`config.mk`:
```
export PLATFORM = sky130hd
export DESIGN_NAME = vga_timing_pipe
export DESIGN_NICKNAME = d
export VERILOG_FILES = /design/src/rtl/vga_timing_pipe.sv
export SDC_FILE = /design/constraint.sdc
export NUM_CORES = 1
export LEC_CHECK = 0
export ABC_CLOCK_PERIOD_IN_PS = 6250
export CAP_MARGIN = 20
export CORE_MARGIN = 8
export CORE_UTILIZATION = 58
export DETAILED_ROUTE_END_ITERATION = 10
export PLACE_DENSITY_LB_ADDON = 0.25
export SETUP_SLACK_MARGIN = 0.5
export SYNTH_ARGS = -nofsm -noshare
export SYNTH_HDL_FRONTEND = slang
export SYNTH_SLANG_ARGS = --single-unit
```
`constraint.sdc`:
```
create_clock -name clk -period 6.25 [get_ports clk]
set_input_delay 1.25 -clock clk [delete_from_list [all_inputs] [get_ports clk]]
set_output_delay 1.25 -clock clk [all_outputs]
set_load 0.005 [all_outputs]
```
`src/rtl/vga_timing_pipe.sv`:
```
// Parametrised VGA timing generator with frame-buffer address output, latency-matched
// sync/blank pipeline and runtime-selectable test patterns (bars, checkerboard, solid).
module vga_timing_pipe #(
    parameter int H_ACTIVE = 640,
    parameter int H_FP     = 16,
    parameter int H_SYNC   = 96,
    parameter int H_BP     = 48,
    parameter int V_ACTIVE = 480,
    parameter int V_FP     = 10,
    parameter int V_SYNC   = 2,
    parameter int V_BP     = 33,
    parameter int HS_POL   = 0,
    parameter int VS_POL   = 0,
    parameter int DATA_LAT = 1,
    parameter int CW       = 4
) (
    input  logic            clk,
    input  logic            rstn,
    input  logic            pix_en,
    input  logic [1:0]      mode,
    input  logic [3*CW-1:0] d_in,
    output logic [9:0]      col_addr,
    output logic [9:0]      row_addr,
    output logic            rd_en,
    output logic            hs,
    output logic            vs,
    output logic [CW-1:0]   r,
    output logic [CW-1:0]   g,
    output logic [CW-1:0]   b,
    output logic            frame_start
);

    localparam int PW    = 5 + 3*CW;
    localparam int BAR_W = (H_ACTIVE >= 8) ? H_ACTIVE / 8 : 1;

    localparam logic [10:0] H_ACT_L  = 11'(H_ACTIVE);
    localparam logic [10:0] H_SS_L   = 11'(H_ACTIVE + H_FP);
    localparam logic [10:0] H_SE_L   = 11'(H_ACTIVE + H_FP + H_SYNC);
    localparam logic [10:0] H_LAST_L = 11'(H_ACTIVE + H_FP + H_SYNC + H_BP - 1);
    localparam logic [10:0] V_ACT_L  = 11'(V_ACTIVE);
    localparam logic [10:0] V_SS_L   = 11'(V_ACTIVE + V_FP);
    localparam logic [10:0] V_SE_L   = 11'(V_ACTIVE + V_FP + V_SYNC);
    localparam logic [10:0] V_LAST_L = 11'(V_ACTIVE + V_FP + V_SYNC + V_BP - 1);
    localparam logic [10:0] BAR_L    = 11'(BAR_W);
    localparam logic        HS_ON    = (HS_POL != 0) ? 1'b1 : 1'b0;
    localparam logic        VS_ON    = (VS_POL != 0) ? 1'b1 : 1'b0;

    function automatic logic [3*CW-1:0] expand_mask(input logic [2:0] m);
        return {{CW{m[2]}}, {CW{m[1]}}, {CW{m[0]}}};
    endfunction

    logic [9:0]      h_cnt_r, v_cnt_r, h_nxt_s, v_nxt_s;
    logic [10:0]     h_ext_s, v_ext_s, bar_idx_s;
    logic            h_last_s, v_last_s, at_origin_s;
    logic [1:0]      mode_q_r, mode_eff_s, mode_d_s;
    logic [3*CW-1:0] solid_q_r, solid_eff_s, pat_s, pat_d_s, pix_sel_s, rgb_r;
    logic [2:0]      bar_mask_s;
    logic            rd_en_s, hs_raw_s, vs_raw_s, act_d_s, hs_d_s, vs_d_s;
    logic            frame_start_r, hs_r, vs_r;
    logic [PW-1:0]   pipe_in_s, pipe_out_s;

    // Counter next-state, region decode and frame-boundary mode selection
    always_comb begin
        h_ext_s     = {1'b0, h_cnt_r};
        v_ext_s     = {1'b0, v_cnt_r};
        h_last_s    = (h_ext_s == H_LAST_L);
        v_last_s    = (v_ext_s == V_LAST_L);
        at_origin_s = (h_cnt_r == 10'd0) && (v_cnt_r == 10'd0);
        h_nxt_s     = h_last_s ? 10'd0 : h_cnt_r + 10'd1;
        v_nxt_s     = v_cnt_r;
        if (h_last_s) begin
            v_nxt_s = v_last_s ? 10'd0 : v_cnt_r + 10'd1;
        end else begin
            v_nxt_s = v_cnt_r;
        end
        rd_en_s     = (h_ext_s < H_ACT_L) && (v_ext_s < V_ACT_L);
        hs_raw_s    = (h_ext_s >= H_SS_L) && (h_ext_s < H_SE_L);
        vs_raw_s    = (v_ext_s >= V_SS_L) && (v_ext_s < V_SE_L);
        // The origin tick itself already uses the newly sampled mode and solid colour
        mode_eff_s  = at_origin_s ? mode : mode_q_r;
        solid_eff_s = at_origin_s ? d_in : solid_q_r;
    end

    // Test-pattern generation; mode 0 data is picked up after the latency pipeline
    always_comb begin
        bar_idx_s = h_ext_s / BAR_L;
        case (bar_idx_s)
            11'd0:   bar_mask_s = 3'b111;
            11'd1:   bar_mask_s = 3'b110;
            11'd2:   bar_mask_s = 3'b011;
            11'd3:   bar_mask_s = 3'b010;
            11'd4:   bar_mask_s = 3'b101;
            11'd5:   bar_mask_s = 3'b100;
            11'd6:   bar_mask_s = 3'b001;
            default: bar_mask_s = 3'b000;
        endcase
        case (mode_eff_s)
            2'd1:    pat_s = expand_mask(bar_mask_s);
            2'd2:    pat_s = (h_cnt_r[4] ^ v_cnt_r[4]) ? expand_mask(3'b111) : '0;
            2'd3:    pat_s = solid_eff_s;
            default: pat_s = '0;
        endcase
    end

    // Timing counters, frame-latched mode/solid colour and frame_start pulse
    always_ff @(posedge clk or negedge rstn) begin
        if (!rstn) begin
            h_cnt_r       <= 10'd0;
            v_cnt_r       <= 10'd0;
            mode_q_r      <= 2'd0;
            solid_q_r     <= '0;
            frame_start_r <= 1'b0;
        end else begin
            frame_start_r <= pix_en & h_last_s & v_last_s;
            if (pix_en) begin
                h_cnt_r <= h_nxt_s;
                v_cnt_r <= v_nxt_s;
                if (at_origin_s) begin
                    mode_q_r  <= mode;
                    solid_q_r <= d_in;
                end
            end
        end
    end

    assign pipe_in_s = {rd_en_s, hs_raw_s, vs_raw_s, mode_eff_s, pat_s};

    generate
        if (DATA_LAT == 0) begin : g_nolat
            assign pipe_out_s = pipe_in_s;
        end else begin : g_lat
            logic [PW-1:0] pipe_r [DATA_LAT];
            // Delay line matching the frame-buffer read latency
            always_ff @(posedge clk or negedge rstn) begin
                if (!rstn) begin
                    for (int i = 0; i < DATA_LAT; i++) pipe_r[i] <= '0;
                end else if (pix_en) begin
                    pipe_r[0] <= pipe_in_s;
                    for (int i = 1; i < DATA_LAT; i++) pipe_r[i] <= pipe_r[i-1];
                end
            end
            assign pipe_out_s = pipe_r[DATA_LAT-1];
        end
    endgenerate

    assign act_d_s   = pipe_out_s[PW-1];
    assign hs_d_s    = pipe_out_s[PW-2];
    assign vs_d_s    = pipe_out_s[PW-3];
    assign mode_d_s  = pipe_out_s[PW-4:PW-5];
    assign pat_d_s   = pipe_out_s[3*CW-1:0];
    assign pix_sel_s = (mode_d_s == 2'd0) ? d_in : pat_d_s;

    // Output register stage: polarity applied, blanking forces black
    always_ff @(posedge clk or negedge rstn) begin
        if (!rstn) begin
            hs_r  <= ~HS_ON;
            vs_r  <= ~VS_ON;
            rgb_r <= '0;
        end else if (pix_en) begin
            hs_r  <= hs_d_s ? HS_ON : ~HS_ON;
            vs_r  <= vs_d_s ? VS_ON : ~VS_ON;
            rgb_r <= act_d_s ? pix_sel_s : '0;
        end
    end

    assign col_addr    = h_cnt_r;
    assign row_addr    = v_cnt_r;
    assign rd_en       = rd_en_s;
    assign hs          = hs_r;
    assign vs          = vs_r;
    assign r           = rgb_r[3*CW-1:2*CW];
    assign g           = rgb_r[2*CW-1:CW];
    assign b           = rgb_r[CW-1:0];
    assign frame_start = frame_start_r;

endmodule

```
==> flow_metrics.tcl, run 1 <==
set metrics [dict create \
    critPathRequiredTime_ps 6450 \
    cts.reportedPaths.clkPinSlew_ps 70 \
    grt_overflow 0 \
    diodes 0 \
    cts_hold_buf 0 \
    outcome "finished clean" \
    synth-edff-count 0 \
    fin_nets 401 \
    yosysTopAreaCell "dfrtp_1" \
    fillerInstances 467 \
    synth_ff_type "dfrtp_1" \
    core_um2 5780 \
    dr.pass1.iters 4 \
    remaining_drc_errors 0 \
    htreeDepth 3 \
    ys_top_cells_by_area "dfrtp_1 (46%), mux2_2 (5.3%), mux2i_1 (4.1%), o2bb2ai_1 (3.1%), nand2_1 (2.6%)" \
    rsz0062_at_grt "false" \
    cts.sinks 64 \
    drtIter0Drc 159 \
    netlist.area_leader.share 0.456 \
    syn_area_um2 3410 \
    numPortBuffers 52 \
    clockBufferDepth 2 \
    placed_area_um2 3930 \
    endpoint_kind "flip-flop" \
    p_total_uw 949 \
    fmax_mhz 271 \
    grt_pass1_wl_um 13700 \
    worstSetupPathType "in2reg" \
    worstPathArrival_ps 3890 \
    dp_hpwl_um 5600 \
    final_max_slew_viol_count 0 \
    cts-root-buf "clkbuf_8" \
    clk_latency_ps 340 \
    cts_tree "done" \
    cp-start-kind "primary input" \
    ir_worst_vdd_mv 0.163 \
    post-cts-setup-buffers 0 \
    ys_seq_area_frac 0.471 \
    postLayoutCellArea_um2 4100 \
    initial_core_util 0.589 \
    io_pins 53 \
    drive_gt1_frac 0.115 \
    slew_headroom 0.270 \
    yosys-top-cells-count "dfrtp_1 (62), nand2_1 (24), clkbuf_1 (22)" \
    cap_viol_max_count 0 \
    tightest_slew_ps 1090 \
    ys_seq_elements 64 \
    p_leak_nw 1.76 \
    yosys.cell_types.count 51 \
    antenna_left 0 \
    avgSynthCellArea_um2 10.0 \
    fin_tns_setup_ps 0 \
    multi_input_area_um2 1640 \
    min_path_type "reg2reg" \
    grt_pass1_vias 2839 \
    cts_buffers 9 \
    vias 2807 \
    postCtsResizedCells 0 \
    whs_ps 484 \
    min_period_ps 3680 \
    area_growth_pct 20.4 \
    gr-usage-all-layers 0.195 \
    synthesis.nets 361 \
    die_h_um 92.6 \
    ys_async_sr_fraction 1.00 \
    finClkSkew_ps 4.89 \
    fp.dieArea_um2 8580 \
    ys_warn_count 0 \
    final-seq-area_um2 1600 \
    syn_inst 340 \
    synth.most_common_cell "dfrtp_1" \
    path_max_fanout 30 \
    finalHoldViolations 0 \
    via_per_inst 6.12 \
    grt_start_max_net_pins 65 \
    drt-wirelength-per-cell_um 17.9 \
    power_density_nw_per_um2 231 \
    fin_crit_sh 0.589 \
    gp_congestion 0.834 \
    antenna_found_initial 0 \
    rows 28 \
    drt-total-wl_um 8230 \
    setup_viol 0 \
    fp.dieW_um 92.6 \
]
-- critical path: stages --
cell and delay, ps:
clkdlybuf4s50_1 940, inv_1 640, a211oi_2 620, o211ai_1 250, o311ai_0 180
-- path summary, 6_finish.rpt --
check                             from          endpoint  slack, ps  depth (start not counted)
max                             pix_en  g_lat.pipe_r[10]       2570                          5
min                           rgb_r[7]          rgb_r[7]        480                          1
max reg2reg                col_addr[6]      solid_q_r[9]       3110                          5
min reg2reg                   rgb_r[7]          rgb_r[7]        480                          1
max in group asynchronous         rstn  g_lat.pipe_r[15]       4630                          2
min in group asynchronous         rstn          rgb_r[7]       1090                          2
-- state kept, by name, indices dropped and copies added (netlist names) --
register,count
solid_q_r,12
frame_start,1
hs,1
row_addr,10
g_lat.pipe_r,16
col_addr,10
rgb_r,12
vs,1
mode_q_r,1
-- layer usage --
metal / track usage / part of all wire / vias to the layer above
met2: 0.321 / 0.48 / 71
li1: - / - / 1340
met1: 0.246 / 0.45 / 1379
met5: 0 / 0 / -
met3: 0.0372 / 0.048 / 17
met4: 0.0832 / 0.018 / 0
-- cell families after synthesis --
logic type | after synthesis | share of synthesized area
AND/OR/NAND/NOR | 103 | 0.163
buffers and inverters | 40 | 0.0474
AO/OA/AOI/OAI | 90 | 0.187
multiplexers | 30 | 0.0940
adder cells (fa/ha/maj) | 4 | 0.0147
XOR/XNOR | 9 | 0.0231
flip-flops | 64 | 0.471
-- where the power goes --
group | switching, mW | total [mW] | internal, mW
clock network | 0.155 | 0.317 | 0.162
registers | 0.0453 | 0.483 | 0.437
logic | 0.0647 | 0.150 | 0.0852
-- cell usage in the layout (no fill, tap or decap), types with 4 or more instances in the layout --
cell type | netlist | final
o221ai_1 | 4 | 4
ha_1 | 4 | 4
nor2_1 | 17 | 17
inv_1 | 14 | 14
o2bb2ai_1 | 12 | 12
nand2_1 | 24 | 24
nor4_1 | 5 | 5
xnor2_1 | 7 | 7
a31oi_1 | 14 | 14
mux2_2 | 16 | 16
dfrtp_1 | 62 | 62
clkdlybuf4s50_1 | 0 | 51
a32oi_1 | 4 | 4
nand4_1 | 10 | 10
mux2i_1 | 14 | 14
nand3_1 | 13 | 13
clkbuf_8 | 0 | 11
and3_1 | 6 | 6
o311ai_0 | 5 | 5
o21ai_0 | 17 | 17
nor3_1 | 5 | 5
a21oi_1 | 16 | 16
-- cell type report --
cell class | count | area share
Clock inverter | 3 | 0.00427
Clock buffer | 12 | 0.0378
Multi-Input combinational cell | 236 | 0.400
Inverter | 14 | 0.0128
Timing Repair Buffer | 55 | 0.131
Sequential cell | 64 | 0.391
Tap cell | 75 | 0.0229
-- through the flow --
| step | cells | setup slack [ps] | utilization |
|---|---|---|---|
| 2_1_floorplan | 340 | 3930 | - |
| 6_report | 459 | 2570 | 0.710 |
| 3_3_place_gp | 444 | 2410 | 0.680 |
| 3_5_place_dp | 444 | 2280 | 0.680 |
| 4_1_cts | 459 | 2660 | 0.710 |
| 5_1_grt | 459 | 2360 | 0.710 |
No activity file was read; power rests on OpenSTA's default activity.
==> inputs of run 2 (changes only) <==
--- a/config.mk
+++ b/config.mk
@@ -5,10 +5,10 @@
 export SDC_FILE = /design/constraint.sdc
 export NUM_CORES = 1
 export LEC_CHECK = 0
-export ABC_CLOCK_PERIOD_IN_PS = 6250
+export ABC_CLOCK_PERIOD_IN_PS = 3000
 export CAP_MARGIN = 20
 export CORE_MARGIN = 8
-export CORE_UTILIZATION = 58
+export CORE_UTILIZATION = 49
 export DETAILED_ROUTE_END_ITERATION = 10
 export PLACE_DENSITY_LB_ADDON = 0.25
 export SETUP_SLACK_MARGIN = 0.5
==> constraint.sdc (replaced) <==
create_clock -name clk -period 3 [get_ports clk]
set_input_delay 0.6 -clock clk [delete_from_list [all_inputs] [get_ports clk]]
set_output_delay 0.6 -clock clk [all_outputs]
set_load 0.005 [all_outputs]
==> flow_metrics.tcl, run 2 (same netlist as run 1, synthesis figures left out) <==
set metrics [dict create \
    regMostFlops "g_lat.pipe_r" \
    combPwrFrac 0.180 \
    whs_ps 304 \
    cp-start-kind "flip-flop" \
    grt_overflow 0 \
    intPower_mw 1.42 \
    p_total_mw 2.00 \
    path_delay_family "simple AND/OR/NAND/NOR gates" \
    critPathRequiredTime_ps 3200 \
    fin_tns_setup_ps 0 \
    fin_crit_sh 0.769 \
    rows 30 \
    power_frac_seq 0.488 \
    final_max_slew_viol_count 0 \
    vias 2871 \
    setup_viol 0 \
    drtIter0Drc 136 \
    fmax_mhz 433 \
    finalHoldViolations 0 \
    multi_input_area_um2 1660 \
    final_cells 475 \
    outcome "finished clean" \
    post-cts-setup-buffers 0 \
    grt_pass1_vias 2916 \
    htreeDepth 3 \
    antenna_found_initial 0 \
    drive_gt1_frac 0.152 \
    slew_headroom 0.522 \
    numPortBuffers 52 \
    min_path_type "in2async" \
    final-seq-area_um2 1610 \
    cts_buffers 9 \
    clkPwrFrac 0.331 \
    tightest_slew_ps 717 \
    cts.reportedPaths.clkPinSlew_ps 70 \
    diodes 0 \
    worstSetupPathType "reg2reg" \
    largest_register_ffs 16 \
    cts_tree "done" \
    antenna_left 0 \
    ir_worst_vdd_mv 0.331 \
    grt_start_max_net_pins 36 \
    endpoint_kind "flip-flop" \
    min_period_ps 2310 \
    setup_ws_ps 692 \
    rsz0062_at_grt "false" \
    p_sw_uw 576 \
    drt-total-wl_um 8350 \
    r2r_slack_ps 690 \
    initial_core_util 0.504 \
    via_per_inst 6.04 \
    gp_congestion 0.836 \
    fp.dieW_um 99.4 \
    die_h_um 99.4 \
    fin_nets 411 \
    fp.dieArea_um2 9870 \
    cts.sinks 64 \
    cts-root-buf "clkbuf_8" \
    worstPathArrival_ps 2510 \
    placed_area_um2 4020 \
    area_growth_pct 23.8 \
    dp.cells 459 \
    path_max_fanout 11 \
    remaining_drc_errors 0 \
    mostFrequentLayoutCell "dfrtp_1" \
    dp_hpwl_um 5830 \
    p_sw_frac 0.288 \
    clk_latency_ps 350 \
    io_pins 53 \
    drt-wirelength-per-cell_um 17.6 \
    utilization 0.624 \
    clockBufferDepth 2 \
    core_um2 6760 \
    cp_num_buf_inv 1 \
    cap_viol_max_count 0 \
    finClkSkew_ps 10.3 \
    final_cell_mix "dfrtp_1 (61), clkdlybuf4s50_1 (50), nand2_1 (23)" \
    gr-usage-all-layers 0.181 \
    reg_top3 "g_lat.pipe_r: 16 flops, rgb_r: 12 flops, solid_q_r: 12 flops" \
    cp_slowest_stage_delay_ps 420 \
    power_density_nw_per_um2 474 \
    postLayoutCellArea_um2 4220 \
    p_leak_nw 1.80 \
    crit_chain "inv_1 > ha_1 > nor4b_2 > nand4_1 > or2_4 > mux2i_2 > nand2b_1 > o221ai_1" \
    cp_slowest_cell "dfrtp_1" \
    dr.pass1.iters 4 \
    grt_pass1_wl_um 14400 \
    place_worst_setup_slack_ps 607 \
    fillerInstances 565 \
]
[run 2: repair_timing]
action | in CTS | in global routing
hold buffers | 0 | 0
setup endpoints to repair | 1 | 25
gates resized for setup | 3 | 5
[run 2: final timing paths]
check,from,end,cells after the start
worst max register to register,row_addr[1],g_lat.pipe_r[5],8
max in group asynchronous,rstn,vs,2
worst min register to register,rgb_r[3],rgb_r[3],1
worst max-delay path,row_addr[1],g_lat.pipe_r[5],8
worst min-delay path,rstn,rgb_r[7],1
min in group clk,rgb_r[3],rgb_r[3],1
[run 2: worst reg2reg max path, cell delays in order (launching register included)]
cell and delay, ps:
dfrtp_1 420, inv_1 120, ha_1 150, nor4b_2 290, nand4_1 200, or2_4 350, mux2i_2 290, nand2b_1 220
o221ai_1 140
[run 2: layer usage]
layer  global-route usage  wire length (um)
met1                0.230              3870
met2                0.290              3960
met3               0.0433               414
met4               0.0710               105
met5                    0                 0
[run 2: cell type report]
class | instances | area share
multi-input combinational | 236 | 0.394
sequential | 64 | 0.381
timing repair buffer | 65 | 0.148
clock buffer | 11 | 0.0335
tap | 80 | 0.0237
inverter | 14 | 0.0125
clock inverter | 5 | 0.00771
[run 2: power by group through the flow]
stage | clock network (mW) | registers, mW | logic (mW)
floorplan | 0 | 0.973 | 0.185
global placement | 0 | 0.990 | 0.357
detailed placement | 0 | 0.991 | 0.362
CTS | 0.676 | 0.976 | 0.366
global route | 0.711 | 0.985 | 0.399
finish | 0.662 | 0.976 | 0.361
==> inputs of run 3 (changes only) <==
--- a/config.mk
+++ b/config.mk
@@ -5,10 +5,10 @@
 export SDC_FILE = /design/constraint.sdc
 export NUM_CORES = 1
 export LEC_CHECK = 0
-export ABC_CLOCK_PERIOD_IN_PS = 3000
+export ABC_CLOCK_PERIOD_IN_PS = 2300
 export CAP_MARGIN = 20
 export CORE_MARGIN = 8
-export CORE_UTILIZATION = 49
+export CORE_UTILIZATION = 54
 export DETAILED_ROUTE_END_ITERATION = 10
 export PLACE_DENSITY_LB_ADDON = 0.25
 export SETUP_SLACK_MARGIN = 0.5
==> constraint.sdc (replaced) <==
create_clock -name clk -period 2.3 [get_ports clk]
set_input_delay 0.46 -clock clk [delete_from_list [all_inputs] [get_ports clk]]
set_output_delay 0.46 -clock clk [all_outputs]
set_load 0.005 [all_outputs]
==> flow_metrics.tcl, run 3 (same netlist as run 1, synthesis figures left out) <==
set metrics [dict create \
    outcome "finished with violations" \
    violations "negative setup slack" \
    rsz0062_at_grt "true" \
    die_h_um 95.4 \
    grt_pass1_wl_um 15900 \
    fp.dieW_um 95.4 \
    worstPathArrival_ps 2590 \
    drt-wirelength-per-cell_um 19.6 \
    slew_headroom 0.651 \
    area_growth_pct 42.7 \
    core_um2 6240 \
    rows 29 \
    fin_nets 463 \
    vias 3279 \
    initial_core_util 0.546 \
    io_pins 53 \
    reg2regPathDepth 8 \
    gp_congestion 0.845 \
    cts.sinks 64 \
    numPortBuffers 52 \
    htreeDepth 3 \
    endpoint_kind "flip-flop" \
    gr-usage-all-layers 0.223 \
    min_path_type "in2async" \
    finalHoldViolations 0 \
    p_total_mw 3.03 \
    drive_gt1_frac 0.324 \
    cp-start-kind "flip-flop" \
    path_max_fanout 4 \
    startpoint "row_addr[9]" \
    tightest_slew_ps 523 \
    p_leak_nw 2.22 \
    setup_ws_ps -57.5 \
    cts_tree "done" \
    min_period_ps 2360 \
    setup_viol 7 \
    clockBufferDepth 2 \
    fmax_mhz 424 \
    drtIter0Drc 211 \
    regMostFlops "g_lat.pipe_r" \
    dp_hpwl_um 5850 \
    power_density_nw_per_um2 624 \
    worstSetupPathType "reg2reg" \
    r2r-start "row_addr[9]" \
    cts-root-buf "clkbuf_8" \
    via_per_inst 6.26 \
    grt_start_max_net_pins 65 \
    cap_viol_max_count 0 \
    r2r_slack_ps -60 \
    dr.pass1.iters 6 \
    drt-total-wl_um 10300 \
    reg_top3 "g_lat.pipe_r: 16 flops, rgb_r: 12 flops, solid_q_r: 12 flops" \
    cts.reportedPaths.clkPinSlew_ps 80 \
    antenna_left 0 \
    grt_overflow 0 \
    ir_worst_vdd_mv 0.538 \
    grt_pass1_vias 3223 \
    final_cell_mix "dfrtp_1 (56), buf_4 (46), clkdlybuf4s50_1 (29)" \
    antenna_found_initial 0 \
    fin_tns_setup_ps -370 \
    finClkSkew_ps 6.93 \
    fp.dieArea_um2 9100 \
    fin_crit_sh 1.02 \
    diodes 0 \
    final_max_slew_viol_count 0 \
    cts_buffers 9 \
    critPathRequiredTime_ps 2530 \
    timing.rr.end "g_lat.pipe_r[6]" \
    remaining_drc_errors 0 \
    mostFrequentLayoutCell "dfrtp_1" \
    crit_path_end "g_lat.pipe_r[6]" \
    clk_latency_ps 360 \
    largest_register_ffs 16 \
]
-- run 3: where the power goes --
part | total (mW) | switching (mW) | leakage (nW) | internal (mW)
sequential | 1.26 | 0.0661 | 0.830 | 1.19
combinational | 0.685 | 0.326 | 1.28 | 0.360
clock | 1.09 | 0.476 | 0.110 | 0.611
-- run 3: worst min path at each step --
| stage | from | endpoint | slack [ps] |
|---|---|---|---|
| 3_3_place_gp | rgb_r[2] | rgb_r[2] | 470 |
| 4_1_cts | rstn | rgb_r[5] | 120 |
| 5_1_grt | rstn | rgb_r[5] | 140 |
| 6_report | rstn | rgb_r[5] | 80 |
| 3_5_place_dp | rgb_r[2] | rgb_r[2] | 470 |
| 2_1_floorplan | rstn | col_addr[0] | 160 |
-- run 3: worst max-delay path: stages (launching register included) --
cell and delay, ps:
dfrtp_1 410, buf_4 150, nor4_1 480, nand4_1 270
o21ai_1 290, o41ai_4 160, o211ai_1 210, buf_4 180
o221ai_2 90
-- run 3: per-layer routing --
layer	vias to the layer above	share of wire	GRT usage
met5	-	0	0
li1	1464	-	-
met1	1607	0.41	0.282
met3	31	0.078	0.0472
met2	177	0.48	0.358
met4	0	0.028	0.104
-- run 3: area by class of cell --
class / count / area, um^2
inverter: 14 / 52.6
clock inverter: 7 / 95.1
multi-input combinational: 236 / 1800
fill: 381 / 1380
sequential: 64 / 1610
tap: 77 / 96.3
timing repair buffer: 117 / 1080
clock buffer: 9 / 124
-- run 3: what timing repair did --
| action | in CTS | in global routing |
|---|---|---|
| resized for setup | 46 | 40 |
| endpoints found under the setup margin | 46 | 45 |
| hold buffers | 0 | 0 |
| pin swaps | 9 | 17 |
| endpoints found under the hold margin | 0 | 0 |
| setup buffers | 35 | 7 |
-- run 3: stage by stage --
step	instances	util	setup WS, ps	instance area (um^2)	hold slack (ps)
5_1_grt	524	0.778	-168	4860	139
3_5_place_dp	466	0.659	42.2	4110	472
6_report	524	0.778	-57.5	4860	78.9
4_1_cts	517	0.752	139	4700	122
2_1_floorplan	340	-	288	3430	164
3_3_place_gp	466	0.659	169	4110	468
